### src/rtl/decoupled_queue.sv
// rtl/decoupled_queue.sv - parametrised valid/ready queue with optional pipe and flow modes
//
// Purpose: buffers up to DEPTH items between a producer and a consumer.
//   PIPE=1 lets a full queue accept an item in the same cycle one leaves.
//   FLOW=1 lets an item pass straight from enq to deq while the queue is empty.
// Ports:
//   clk        clock, all state updates on the rising edge
//   rst_n      asynchronous active-low reset (clears pointers and count only)
//   enq_data   producer payload
//   enq_valid  producer has an item
//   enq_ready  queue can take the item this cycle
//   deq_data   consumer payload
//   deq_valid  queue (or flow-through) has an item
//   deq_ready  consumer takes the item this cycle
//   count      stored entries, 0..DEPTH; flow-through items are not counted
module decoupled_queue #(
   parameter int DATA_W = 1,
   parameter int DEPTH  = 2,
   parameter bit PIPE   = 1'b0,
   parameter bit FLOW   = 1'b0,
   localparam int PTR_W = (DEPTH > 1) ? $clog2(DEPTH) : 1,
   localparam int CNT_W = $clog2(DEPTH + 1)
) (
   input  logic              clk,
   input  logic              rst_n,
   input  logic [DATA_W-1:0] enq_data,
   input  logic              enq_valid,
   output logic              enq_ready,
   output logic [DATA_W-1:0] deq_data,
   output logic              deq_valid,
   input  logic              deq_ready,
   output logic [CNT_W-1:0]  count
);

   logic [DATA_W-1:0] mem_q [DEPTH];
   logic [PTR_W-1:0]  head_q, head_d;
   logic [PTR_W-1:0]  tail_q, tail_d;
   logic [CNT_W-1:0]  count_q, count_d;

   logic empty;
   logic full;
   logic fire_enq;
   logic fire_deq;
   logic pass_thru;
   logic wr_en;
   logic rd_en;

   always_comb begin
      empty     = (count_q == '0);
      full      = (count_q == CNT_W'(DEPTH));
      enq_ready = !full || (PIPE && deq_ready);
      deq_valid = !empty || (FLOW && enq_valid);
      deq_data  = (FLOW && empty) ? enq_data : mem_q[head_q];

      fire_enq  = enq_valid && enq_ready;
      fire_deq  = deq_valid && deq_ready;

      // A flow-through item never touches storage.
      pass_thru = FLOW && empty && fire_enq && fire_deq;
      wr_en     = fire_enq && !pass_thru;
      rd_en     = fire_deq && !pass_thru;

      head_d  = head_q;
      tail_d  = tail_q;
      count_d = count_q + CNT_W'(wr_en) - CNT_W'(rd_en);

      // Explicit wrap so non-power-of-two depths work.
      if (wr_en) begin
         tail_d = (tail_q == PTR_W'(DEPTH - 1)) ? '0 : tail_q + PTR_W'(1);
      end
      if (rd_en) begin
         head_d = (head_q == PTR_W'(DEPTH - 1)) ? '0 : head_q + PTR_W'(1);
      end

      count = count_q;
   end

   always_ff @(posedge clk or negedge rst_n) begin
      if (!rst_n) begin
         head_q  <= '0;
         tail_q  <= '0;
         count_q <= '0;
      end else begin
         head_q  <= head_d;
         tail_q  <= tail_d;
         count_q <= count_d;
      end
   end

   // Payload storage is deliberately not reset. When full with PIPE the write
   // lands in the slot being read this same cycle (tail == head).
   always_ff @(posedge clk) begin
      if (wr_en) begin
         mem_q[tail_q] <= enq_data;
      end
   end

`ifndef SYNTHESIS
   a_count_bound: assert property (@(posedge clk) disable iff (!rst_n)
      count_q <= CNT_W'(DEPTH));
   a_no_underflow: assert property (@(posedge clk) disable iff (!rst_n)
      !(rd_en && empty));
   a_enq_hold: assert property (@(posedge clk) disable iff (!rst_n)
      (enq_valid && !enq_ready) |=> (enq_valid && $stable(enq_data)));
   a_deq_hold: assert property (@(posedge clk) disable iff (!rst_n)
      (deq_valid && !deq_ready && !empty) |=> (deq_valid && $stable(deq_data)));
`endif

endmodule

### config.mk
export PLATFORM = sky130hd
export DESIGN_NAME = decoupled_queue
export DESIGN_NICKNAME = d
export VERILOG_FILES = /design/src/rtl/decoupled_queue.sv
export SDC_FILE = /design/constraint.sdc
export NUM_CORES = 1
export LEC_CHECK = 0
export BUFFER_PORTS_ARGS = -buffer_cell sky130_fd_sc_hd__buf_2
export CORE_AREA = 2 2 39 41
export CTS_BUF_LIST = sky130_fd_sc_hd__clkbuf_8
export DETAILED_ROUTE_END_ITERATION = 16
export DIE_AREA = 0 0 41 43
export SLEW_MARGIN = 0
export SYNTH_ARGS = -nofsm -noshare
export SYNTH_HDL_FRONTEND = slang
export SYNTH_SLANG_ARGS = --single-unit
### constraint.sdc
create_clock -name clk -period 1.3 [get_ports clk]
set_clock_uncertainty 0.05 [all_clocks]
set_input_delay 0.13 -clock clk [delete_from_list [all_inputs] [get_ports clk]]
set_output_delay 0.13 -clock clk [all_outputs]
set_load 0.05 [all_outputs]
==> load_flow_metrics.sql, run 1 <==
INSERT INTO impl_metrics (metric_group, metric, value, unit) VALUES
('outcome', 'status', 'complete, but fails checks', ''),
('outcome', 'violations', 'setup timing', ''),
('yosys', 'synth.distinct_cells', '16', ''),
('place', 'dp_hpwl', '439.2', 'um'),
('yosys', 'synth_area', '305.3', 'um2'),
('yosys', 'synth_simple_gate_area_share', '21.31', '%'),
('place', 'portBuffers', '9', ''),
('power_and_ir_drop', 'power_switching', '706.6', 'uW'),
('yosys', 'synth_top_family_by_area', 'simple AND/OR/NAND/NOR gates', ''),
('setup_path', 'cpLargestDelayFamily', 'flip-flops', ''),
('clock_network', 'cts.clk_slew.worst_paths', '40', 'ps'),
('clock_network', 'clock_tree_from_tritoncts', 'done', ''),
('drt', 'detailedRoute.firstPassIterationCount', '3', ''),
('drt', 'drt_drc_violations_left', '0', ''),
('setup_path', 'ordered_cell_list_for_the_critical_path', 'buf_6 -> or2_4 -> buf_8', ''),
('floorplanning', 'rows', '14', ''),
('yosys', 'yosysTopAreaCellShare', '32.79', '%'),
('yosys', 'yosys-mux-area-fraction', '3.689', '%'),
('power_and_ir_drop', 'clock_power_share', '17.0', '%'),
('sta', 'finalWorstPathRequiredPeriod', '1409', 'ps'),
('power_and_ir_drop', 'power.density_cell_area', '3052', 'nW/um2'),
('layout', 'drive_gt1_share', '69.77', '%'),
('drt', 'drt_initial_violations', '1', ''),
('drt', 'routed_via_density', '4.305', ''),
('clock_network', 'cts_inserted_buffers', '3', ''),
('yosys', 'synth.avg_cell_area', '12.21', 'um2'),
('hold_path', 'hold_path_class', 'in -> reg', ''),
('grt', 'first_global_vias', '234', ''),
('layout', 'layout.core_utilization', '40.78', '%'),
('layout', 'nNetsFinal', '50', ''),
('clock_network', 'worst_skew_pair.late_latency', '220', 'ps'),
('yosys', 'ys_ff_latch', '6', ''),
('grt', 'grt.met1_usage', '11.88', '%'),
('setup_path', 'timing.critical_path.slowest_cell_delay', '500', 'ps'),
('sta', 'timing.hold.ws', '60.79', 'ps'),
('setup_path', 'critPathKind', 'reg -> out', ''),
('grt', 'busiest_layer', 'met2', ''),
('floorplanning', 'design.die.area', '1763', 'um2'),
('setup_path', 'startpoint', 'count[1]$_DFF_PN0_', ''),
('power_and_ir_drop', 'p_sw_share', '41.03', '%'),
('power_and_ir_drop', 'combinationalPowerShare', '60.0', '%'),
('grt', 'largest_net_degree_at_the_start_of_global_routing', '9', ''),
('sta', 'fmax', '0.7098', 'GHz'),
('floorplanning', 'die_width', '41', 'um'),
('layout', 'commonest_cells_after_routing_fill_and_taps_aside', 'sky130_fd_sc_hd__buf_2 (5), sky130_fd_sc_hd__clkbuf_8 (3), sky130_fd_sc_hd__buf_6 (3), sky130_fd_sc_hd__buf_4 (3)', ''),
('place', 'gpl.final_weighted_congestion', '0.6862', ''),
('yosys', 'synth_sequential_area_ratio', '52.46', '%'),
('layout', 'nFillCells', '135', ''),
('sta', 'rsz0062_at_grt', 'yes', ''),
('grt', 'grt_pass1_wl', '1069', 'um'),
('setup_path', 'critPathBufInv', '2', ''),
('layout', 'area_of_all_sequential_standard_cells', '165.2', 'um2'),
('yosys', 'synth_fp_nets', '31', ''),
('power_and_ir_drop', 'intPower', '1015', 'uW'),
('grt', 'grt.met3_usage', '9.948', '%'),
('grt', 'grt_use_met2', '12.19', '%'),
('floorplanning', 'top_level_ports', '10', ''),
('power_and_ir_drop', 'power.sequential.fraction', '23.1', '%'),
('layout', 'antenna_cells_inserted', '0', ''),
('yosys', 'netlist_top_cells_area', 'sky130_fd_sc_hd__dfrtp_1 (33%), sky130_fd_sc_hd__edfxtp_1 (20%), sky130_fd_sc_hd__xnor2_1 (8.6%)', ''),
('hold_path', 'hold_path_startpoint', 'enq_data', ''),
('power_and_ir_drop', 'peakVddDrop', '0.001295', 'V'),
('drt', 'route.antenna.remaining_nets', '0', ''),
('sta', 'final.setup.worst_slack', '-108.8', 'ps'),
('drt', 'routed_wire_per_std_cell', '11.78', 'um'),
('sta', 'finalSetupViolCount', '4', ''),
('yosys', 'synth_top_area_cell', 'sky130_fd_sc_hd__dfrtp_1', ''),
('clock_network', 'ctsLongestPathBuffers', '2', ''),
('sta', 'slew_viol_final', '0', ''),
('yosys', 'synth_xor_xnor_area_share', '8.607', '%'),
('layout', 'syn2layout_area_growth', '84.84', '%');
[what timing repair did]
action                                  4_1_cts  5_1_grt
gates resized for setup                       9       10
setup buffers                                 2        0
pin swaps                                     0        4
endpoints found under the setup margin        5        6
hold endpoints to repair                      4        0
hold buffers                                  1        0
[cells in the mapped netlist]
| library cell | number |
|---|---|
| sky130_fd_sc_hd__o21ba_1 | 1 |
| sky130_fd_sc_hd__o21ai_0 | 1 |
| sky130_fd_sc_hd__nand2_1 | 2 |
| sky130_fd_sc_hd__ha_1 | 1 |
| sky130_fd_sc_hd__and3_1 | 1 |
| sky130_fd_sc_hd__nor2b_1 | 1 |
| sky130_fd_sc_hd__nor4bb_2 | 1 |
| sky130_fd_sc_hd__nand2b_1 | 1 |
| sky130_fd_sc_hd__nor2_1 | 3 |
| sky130_fd_sc_hd__or2_1 | 1 |
| sky130_fd_sc_hd__a311oi_2 | 1 |
| sky130_fd_sc_hd__xnor2_1 | 3 |
| sky130_fd_sc_hd__mux2_2 | 1 |
| sky130_fd_sc_hd__edfxtp_1 | 2 |
| sky130_fd_sc_hd__nand3_1 | 1 |
| sky130_fd_sc_hd__dfrtp_1 | 4 |
[state kept, by name, indices dropped and copies added, names as in the netlist]
name and count:
count 2, mem_q 2, head_q 1, tail_q 1
[layout make-up]
| class | instances | area share (%) |
|---|---|---|
| clock buffer | 3 | 7.317 |
| clock inverter | 1 | 0.6652 |
| sequential | 6 | 29.27 |
| tap | 16 | 3.548 |
| multi-input combinational | 19 | 37.69 |
| timing repair buffer | 14 | 21.51 |
[per-stage QoR]
| stage | power (uW) | cells | area [um2] | setup WS [ps] |
|---|---|---|---|---|
| 6_report | 1722 | 59 | 564.3 | -108.8 |
| 3_5_place_dp | 1118 | 52 | 410.4 | -22.53 |
| 5_1_grt | 1832 | 59 | 564.3 | -142.9 |
| 2_1_floorplan | 940.6 | 25 | 330.3 | -73.62 |
| 3_3_place_gp | 1110 | 52 | 410.4 | -12.31 |
| 4_1_cts | 1576 | 59 | 509.2 | -114.4 |
[logic make-up (layout without fill, tap and decap cells)]
group / count (synthesis) / after routing
fa+ha+maj: 1 / 1
xor+xnor: 3 / 3
compound gates: 3 / 3
simple gates: 11 / 11
mux: 1 / 1
buf+inv: 0 / 18
flops: 6 / 6
[power groups by stage]
stage | Sequential (uW) | Combinational (uW) | Clock [uW]
finish | 397 | 1030 | 292
global route | 415 | 1100 | 318
CTS | 386 | 889 | 302
detailed placement | 389 | 729 | 0
global placement | 385 | 725 | 0
floorplan | 497 | 443 | 0
[metal layers]
metal | part of all wire (%) | up-vias
li1 | - | 125
met1 | 40 | 113
met2 | 47 | 14
met3 | 12 | 2
met4 | 0.58 | 0
met5 | 0 | -
[worst paths after layout]
kind / end / slack (ps) / cells past startpoint
setup / recovery: deq_valid / -110 / 3
hold / removal: mem_q[1]$_DFFE_PP_ / 60 / 1
setup reg to reg: count[1]$_DFF_PN0_ / -40 / 5
hold reg to reg: tail_q$_DFFE_PN0P_ / 450 / 1
max in group asynchronous: count[1]$_DFF_PN0_ / 870 / 2
min in group asynchronous: tail_q$_DFFE_PN0P_ / 190 / 2
(Power assumes the default switching activity.)
==> run 2: changes to the inputs <==
--- a/config.mk
+++ b/config.mk
@@ -5,6 +5,7 @@
 export SDC_FILE = /design/constraint.sdc
 export NUM_CORES = 1
 export LEC_CHECK = 0
+export ABC_AREA = 1
 export BUFFER_PORTS_ARGS = -buffer_cell sky130_fd_sc_hd__buf_2
 export CORE_AREA = 2 2 39 41
 export CTS_BUF_LIST = sky130_fd_sc_hd__clkbuf_8
==> run 2 against run 1 <==
The run still ends with setup timing left. Hold slack lost 14 ps. Non-clock buffer count grew 3. Maximum frequency grew 0.43%. Worst setup slack gained 6.1 ps. Area after synthesis shrank 0.82%. Sequential share of layout area grew 0.89 points. Flip-flop and latch count is the same. Critical path depth grew 8. Critical path type is now reg -> reg. Largest cell class is now flip-flops and latches.
==> load_flow_metrics.sql, run 2 <==
INSERT INTO impl_metrics (metric_group, metric, value, unit) VALUES
('drt', 'routed-via-count', '284', ''),
('floorplanning', 'die_width', '41', 'um'),
('sta', 'timing.hold.ws', '47.00', 'ps'),
('place', 'dp_hpwl', '435.4', 'um'),
('place', 'place_inst', '68', ''),
('grt', 'groute.usage.overall', '8.198', '%'),
('sta', 'slew_viol_final', '0', ''),
('yosys', 'yosysTopAreaCellShare', '33.06', '%'),
('layout', 'syn2layout_area_growth', '78.10', '%'),
('yosys', 'synth_cells', '37', ''),
('layout', 'nNetsFinal', '65', ''),
('layout', 'drive_gt1_share', '56.90', '%'),
('yosys', 'post_synth_arst_share', '66.67', '%'),
('clock_network', 'cts_inserted_buffers', '3', ''),
('drt', 'routed_wire_per_std_cell', '7.297', 'um'),
('grt', 'grt.met3_usage', '1.571', '%'),
('sta', 'tightest_slew', '249.0', 'ps'),
('setup_path', 'critical_path_arrival', '1460', 'ps'),
('yosys', 'synth_fp_nets', '43', ''),
('clock_network', 'ctsLongestPathBuffers', '2', ''),
('outcome', 'status', 'complete, but fails checks', ''),
('grt', 'grt.met1_usage', '10.89', '%'),
('clock_network', 'clock_tree_from_tritoncts', 'done', ''),
('layout', 'layout_commonest_cell', 'sky130_fd_sc_hd__nand2_1', ''),
('flow_run', 'drv_cap', '0', ''),
('yosys', 'synth-edff-count', '2', ''),
('layout', 'layout.core_utilization', '38.97', '%'),
('place', 'gpl.final_weighted_congestion', '0.7579', ''),
('clock_network', 'cts.clk_slew.worst_paths', '40', 'ps'),
('floorplanning', 'rows', '14', ''),
('grt', 'antenna_violations_before_repair', '0', ''),
('layout', 'antenna_cells_inserted', '0', ''),
('grt', 'grt_pass1_wl', '931', 'um'),
('yosys', 'synth_sequential_area_ratio', '52.89', '%'),
('clock_network', 'cts.root.buffer_cell', 'sky130_fd_sc_hd__clkbuf_8', ''),
('sta', 'final_hold_viol_count', '0', ''),
('grt', 'first_global_vias', '251', ''),
('floorplanning', 'initial_core_util', '21.88', '%'),
('floorplanning', 'fp.dieH', '43', 'um'),
('yosys', 'ys_ff_latch', '6', ''),
('sta', 'finalSetupViolCount', '1', ''),
('drt', 'drt_drc_violations_left', '0', ''),
('grt', 'largest_net_degree_at_the_start_of_global_routing', '5', ''),
('setup_path', 'timing.critical_path.fanout_max', '4', ''),
('sta', 'final.setup.worst_slack', '-102.7', 'ps'),
('yosys', 'synth.avg_cell_area', '8.184', 'um2'),
('yosys', 'synth_commonest_cells', 'sky130_fd_sc_hd__nand2_1 (10), sky130_fd_sc_hd__inv_1 (7), sky130_fd_sc_hd__dfrtp_1 (4), sky130_fd_sc_hd__nor2_1 (4)', ''),
('layout', 'commonest_cells_after_routing_fill_and_taps_aside', 'sky130_fd_sc_hd__nand2_1 (9), sky130_fd_sc_hd__buf_2 (7), sky130_fd_sc_hd__inv_1 (5), sky130_fd_sc_hd__buf_4 (5), sky130_fd_sc_hd__inv_2 (4)', ''),
('drt', 'drt_initial_violations', '0', ''),
('floorplanning', 'design.core.area', '1384', 'um2'),
('layout', 'nFillCells', '143', ''),
('sta', 'finalWorstPathRequiredPeriod', '1403', 'ps'),
('yosys', 'synth_top_area_cell', 'sky130_fd_sc_hd__dfrtp_1', ''),
('yosys', 'synth_most_common_cell', 'sky130_fd_sc_hd__nand2_1', ''),
('yosys', 'synth_top_flop_cell', 'sky130_fd_sc_hd__dfrtp_1', ''),
('layout', 'final-instance-count-excl-fill', '74', ''),
('drt', 'detailedRoute.firstPassIterationCount', '1', ''),
('sta', 'max_slew_margin', '83.51', '%'),
('drt', 'route.antenna.remaining_nets', '0', ''),
('yosys', 'synth_area', '302.8', 'um2'),
('sta', 'rsz0062_at_grt', 'yes', ''),
('sta', 'min_period_over_period', '107.9', '%'),
('setup_path', 'critPathKind', 'reg -> reg', ''),
('floorplanning', 'top_level_ports', '10', ''),
('clock_network', 'htree_num_levels', '1', ''),
('clock_network', 'worst_skew_pair.late_latency', '220', 'ps'),
('yosys', 'synth.distinct_cells', '13', ''),
('grt', 'busiest_layer', 'met1', ''),
('place', 'portBuffers', '9', ''),
('sta', 'fmax', '0.7129', 'GHz'),
('setup_path', 'endpoint_kind', 'flop', ''),
('setup_path', 'cp-start-kind', 'flop', ''),
('hold_path', 'hold_path_class', 'in -> reg', ''),
('setup_path', 'timing.critical_path.required', '1360', 'ps'),
('yosys', 'yosys_warnings', '0', ''),
('floorplanning', 'design.die.area', '1763', 'um2'),
('grt', 'grt_remaining_overflow', '0', ''),
('yosys', 'netlist_top_cells_area', 'sky130_fd_sc_hd__dfrtp_1 (33%), sky130_fd_sc_hd__edfxtp_1 (20%), sky130_fd_sc_hd__nand2_1 (12%)', ''),
('drt', 'routed_via_density', '3.838', ''),
('drt', 'routed_wl', '540', 'um'),
('grt', 'grt_use_met2', '10.31', '%'),
('clock_network', 'cts_num_sinks', '6', ''),
('outcome', 'violations', 'setup timing', '');
## run 2: repair_timing
item	CTS	global route
setup buffers	0	1
endpoints found under the setup margin	3	3
pin swaps	0	1
resized for setup	7	6
hold endpoints to repair	4	0
hold buffers	1	0
## run 2: path summary, 6_finish.rpt
kind                       slack [ps]            endpoint                from  cells after the start
max reg2reg                      -100  count[1]$_DFF_PN0_  count[1]$_DFF_PN0_                     11
max                              -100  count[1]$_DFF_PN0_  count[1]$_DFF_PN0_                     11
min in group asynchronous         190  tail_q$_DFFE_PN0P_               rst_n                      2
max in group asynchronous         870  count[1]$_DFF_PN0_               rst_n                      2
min                                50  mem_q[1]$_DFFE_PP_            enq_data                      1
min reg2reg                       470  tail_q$_DFFE_PN0P_  tail_q$_DFFE_PN0P_                      2
## run 2: metal layers
| layer | vias up | wire (um) |
|---|---|---|
| met1 | 125 | 251 |
| met5 | - | 0 |
| met2 | 4 | 265 |
| met3 | 0 | 23 |
| met4 | 0 | 0 |
| li1 | 155 | - |
## run 2: layout make-up
| class | count | area, um2 | share of cell area [%] |
|---|---|---|---|
| Sequential cell | 6 | 162.7 | 30.16 |
| Multi-Input combinational cell | 23 | 150.1 | 27.84 |
| Timing Repair Buffer | 17 | 131.4 | 24.36 |
| Clock buffer | 3 | 41.29 | 7.657 |
| Inverter | 8 | 30.03 | 5.568 |
| Tap cell | 16 | 20.02 | 3.712 |
| Clock inverter | 1 | 3.754 | 0.6961 |
## run 2: logic make-up after synthesis
group,Yosys count,synth area share [%]
simple gates,19,26.86
buf+inv,8,9.918
flops,6,52.89
compound gates,2,3.303
xor+xnor,1,2.893
fa+ha+maj,1,4.132
## run 2: worst max-delay path, cell delays in order (launching register included)
cell	delay, ps
sky130_fd_sc_hd__dfrtp_2	460
sky130_fd_sc_hd__nor2_4	150
sky130_fd_sc_hd__nor2_2	60
sky130_fd_sc_hd__nand2_2	60
sky130_fd_sc_hd__nand2_1	50
sky130_fd_sc_hd__ha_2	170
sky130_fd_sc_hd__inv_2	40
sky130_fd_sc_hd__nand2_1	40
sky130_fd_sc_hd__nand2_1	80
sky130_fd_sc_hd__inv_1	40
sky130_fd_sc_hd__nand2_1	50
sky130_fd_sc_hd__nand2_1	50
## run 2: per-stage QoR
stage	setup slack [ps]	area, um2	TNS, ps
floorplan	-251.7	329.1	-351.5
finish	-102.7	539.3	-102.7
global placement	-104.5	439.2	-104.5
detailed placement	-129.4	439.2	-129.4
CTS	-98.63	516.7	-98.63
global route	-197.2	539.3	-200.6
Power of run 2 is left out: the tool's default activity adds up to more than one toggle a clock period on the data nets, which glitch-free logic cannot reach.
==> run 3: changes to the inputs <==
==> constraint.sdc (replaced) <==
create_clock -name clk -period 1.7 [get_ports clk]
set_clock_uncertainty 0.05 [all_clocks]
set_input_delay 0.34 -clock clk [delete_from_list [all_inputs] [get_ports clk]]
set_output_delay 0.34 -clock clk [all_outputs]
set_load 0.05 [all_outputs]
==> run 3 against run 2 <==
The flow now finishes without violations. Hold slack better by 210 ps. First-iteration DRC count is 3 higher. Global-route usage is 0.70 points lower. Via count is 10% lower. Core utilization shrank 7.9 points. Routed wire length is 10% lower. Worst setup slack better by 360 ps. Count of clock-buffer cells in the layout did not move. Non-clock buffer count is 7 lower. Critical path type unchanged. Highest routed layer unchanged.
==> load_flow_metrics.sql, run 3 (synthesis results as in run 2) <==
INSERT INTO impl_metrics (metric_group, metric, value, unit) VALUES
('setup_path', 'critPathKind', 'reg -> reg', ''),
('layout', 'antenna_cells_inserted', '0', ''),
('clock_network', 'htree_num_levels', '1', ''),
('floorplanning', 'initial_core_util', '21.88', '%'),
('clock_network', 'cts.clk_slew.worst_paths', '40', 'ps'),
('floorplanning', 'fp.dieH', '43', 'um'),
('clock_network', 'ctsLongestPathBuffers', '2', ''),
('drt', 'met2_wirelength', '241', 'um'),
('hold_path', 'hold_path_class', 'in -> reg', ''),
('setup_path', 'worst-r2r-setup-slack', '260', 'ps'),
('place', 'portBuffers', '9', ''),
('drt', 'drt_initial_violations', '3', ''),
('grt', 'groute.usage.overall', '7.497', '%'),
('clock_network', 'cts_inserted_buffers', '3', ''),
('setup_path', 'critical_path.slowest_cell', 'sky130_fd_sc_hd__dfrtp_2', ''),
('sta', 'slew_viol_final', '0', ''),
('drt', 'routed-via-count', '255', ''),
('setup_path', 'critical_path.most_common_cell', 'sky130_fd_sc_hd__nand2_1', ''),
('place', 'gpl.final_weighted_congestion', '0.6804', ''),
('drt', 'drt_drc_violations_left', '0', ''),
('hold_path', 'min_path_cells', '1', ''),
('setup_path', 'timing.critical_path.slowest_cell_delay', '440', 'ps'),
('layout', 'commonest_cells_after_routing_fill_and_taps_aside', 'sky130_fd_sc_hd__nand2_1 (10), sky130_fd_sc_hd__buf_2 (9), sky130_fd_sc_hd__inv_1 (8)', ''),
('sta', 'finalWorstPathRequiredPeriod', '1442', 'ps'),
('floorplanning', 'design.core.area', '1384', 'um2'),
('grt', 'grt_remaining_overflow', '0', ''),
('sta', 'min_period_over_period', '84.84', '%'),
('clock_network', 'cts_num_sinks', '6', ''),
('drt', 'routed_wl', '486', 'um'),
('drt', 'wl_met3', '28', 'um'),
('clock_network', 'clock_tree_from_tritoncts', 'done', ''),
('setup_path', 'timing.rr.start', 'count[1]$_DFF_PN0_', ''),
('grt', 'largest_net_degree_at_the_start_of_global_routing', '7', ''),
('layout', 'layout_commonest_cell', 'sky130_fd_sc_hd__nand2_1', ''),
('sta', 'finalSetupViolCount', '0', ''),
('clock_network', 'cts.root.buffer_cell', 'sky130_fd_sc_hd__clkbuf_8', ''),
('hold_path', 'hold_path_startpoint', 'enq_data', ''),
('hold_path', 'worst_hold_path.endpoint', 'mem_q[1]$_DFFE_PP_', ''),
('setup_path', 'reg2regPathDepth', '11', ''),
('drt', 'route.antenna.remaining_nets', '0', ''),
('layout', 'drive_gt1_share', '35.29', '%'),
('clock_network', 'post_cts_setup_buffer_count', '0', ''),
('outcome', 'status', 'finished clean', ''),
('drt', 'wl_met1', '215', 'um'),
('setup_path', 'r2r-end', 'count[1]$_DFF_PN0_', ''),
('drt', 'routed_wire_per_std_cell', '7.254', 'um'),
('floorplanning', 'top_level_ports', '10', ''),
('setup_path', 'endpoint_kind', 'flop', ''),
('sta', 'max_slew_margin', '83.52', '%'),
('sta', 'tightest_slew', '248.9', 'ps'),
('setup_path', 'timing.critical_path.required', '1750', 'ps'),
('setup_path', 'timing.critical_path.fanout_max', '6', ''),
('grt', 'grt_pass1_wl', '848', 'um'),
('clock_network', 'ctsHoldBuffers', '1', ''),
('setup_path', 'critical_path_arrival', '1490', 'ps'),
('setup_path', 'ordered_cell_list_for_the_critical_path', 'nor2_1 -> nor2_1 -> nand2_1 -> nand2_1 -> ha_1 -> inv_1 -> nand2_1 -> nand2_1 -> inv_1 -> nand2_1 -> nand2_1', ''),
('floorplanning', 'design.die.area', '1763', 'um2'),
('sta', 'rsz0062_at_grt', 'no', ''),
('sta', 'final_hold_viol_count', '0', ''),
('floorplanning', 'die_width', '41', 'um'),
('layout', 'nNetsFinal', '58', ''),
('floorplanning', 'rows', '14', ''),
('drt', 'highest_metal_layer_with_signal_wires', 'met3', ''),
('layout', 'syn2layout_area_growth', '42.15', '%'),
('drt', 'routed_via_density', '3.806', ''),
('layout', 'nFillCells', '152', ''),
('setup_path', 'cp-start-kind', 'flop', ''),
('sta', 'fmax', '0.6934', 'GHz'),
('flow_run', 'drv_cap', '0', ''),
('grt', 'antenna_violations_before_repair', '0', ''),
('drt', 'detailedRoute.firstPassIterationCount', '2', ''),
('clock_network', 'worst_skew_pair.late_latency', '220', 'ps'),
('clock_network', 'cts.repair.resized', '0', ''),
('sta', 'total_negative_slack', '0', 'ps'),
('grt', 'first_global_vias', '245', ''),
('place', 'dp_hpwl', '402.4', 'um');
## run 3: cell count changes in the layout (fill, tap and decap cells not counted), moves of 2 or more
cell	previous run	this run
sky130_fd_sc_hd__buf_6	3	0
sky130_fd_sc_hd__buf_4	5	0
sky130_fd_sc_hd__inv_1	5	8
sky130_fd_sc_hd__inv_2	4	1
sky130_fd_sc_hd__buf_2	7	9
sky130_fd_sc_hd__nor2_1	2	4
## run 3: critical path: cells and delay by family (launching register included)
family	cells	cell delay, ps
adder cells (fa/ha/maj)	1	180
AND/OR/NAND/NOR	8	560
flip-flops	1	440
buffers and inverters	2	90
## run 3: layer usage
layer / vias up / global-route usage, %
met5: - / 0
met4: 0 / 4.000
met3: 0 / 4.712
met2: 4 / 10.63
met1: 113 / 8.278
li1: 138 / -
## run 3: worst max-delay path by stage
| stage | startpoint | endpoint | slack [ps] | depth (start not counted) |
|---|---|---|---|---|
| 3_5_place_dp | count[1]$_DFF_PN0_ | count[1]$_DFF_PN0_ | 260 | 11 |
| 6_report | count[1]$_DFF_PN0_ | count[1]$_DFF_PN0_ | 260 | 11 |
| 5_1_grt | count[1]$_DFF_PN0_ | count[1]$_DFF_PN0_ | 110 | 9 |
| 4_1_cts | count[1]$_DFF_PN0_ | count[1]$_DFF_PN0_ | 250 | 11 |
| 3_3_place_gp | count[1]$_DFF_PN0_ | count[1]$_DFF_PN0_ | 270 | 9 |
| 2_1_floorplan | count[0]$_DFF_PN0_ | count[1]$_DFF_PN0_ | 30 | 12 |
## run 3: through the flow
stage                     worst slack [ps]  util, %  hold slack [ps]  instance area (um2)  std cells
final                                257.8    31.10            261.3                430.4         67
after global routing                 106.7    31.10            260.2                430.4         67
after CTS                            251.6    31.10            259.2                430.4         67
after detailed placement             258.2    27.12            102.4                375.4         62
after global placement               267.7    27.12            100.3                375.4         62
after floorplan                      26.76        -           -5.591                310.3         37
## run 3: final cells by class
| cell class | count | area [um2] | area share, % |
|---|---|---|---|
| Sequential cell | 6 | 162.7 | 37.79 |
| Multi-Input combinational cell | 23 | 117.6 | 27.33 |
| Timing Repair Buffer | 10 | 55.05 | 12.79 |
| Clock buffer | 3 | 41.29 | 9.593 |
| Inverter | 8 | 30.03 | 6.977 |
| Tap cell | 16 | 20.02 | 4.651 |
| Clock inverter | 1 | 3.754 | 0.8721 |
Power of run 3 is left out for the same reason.
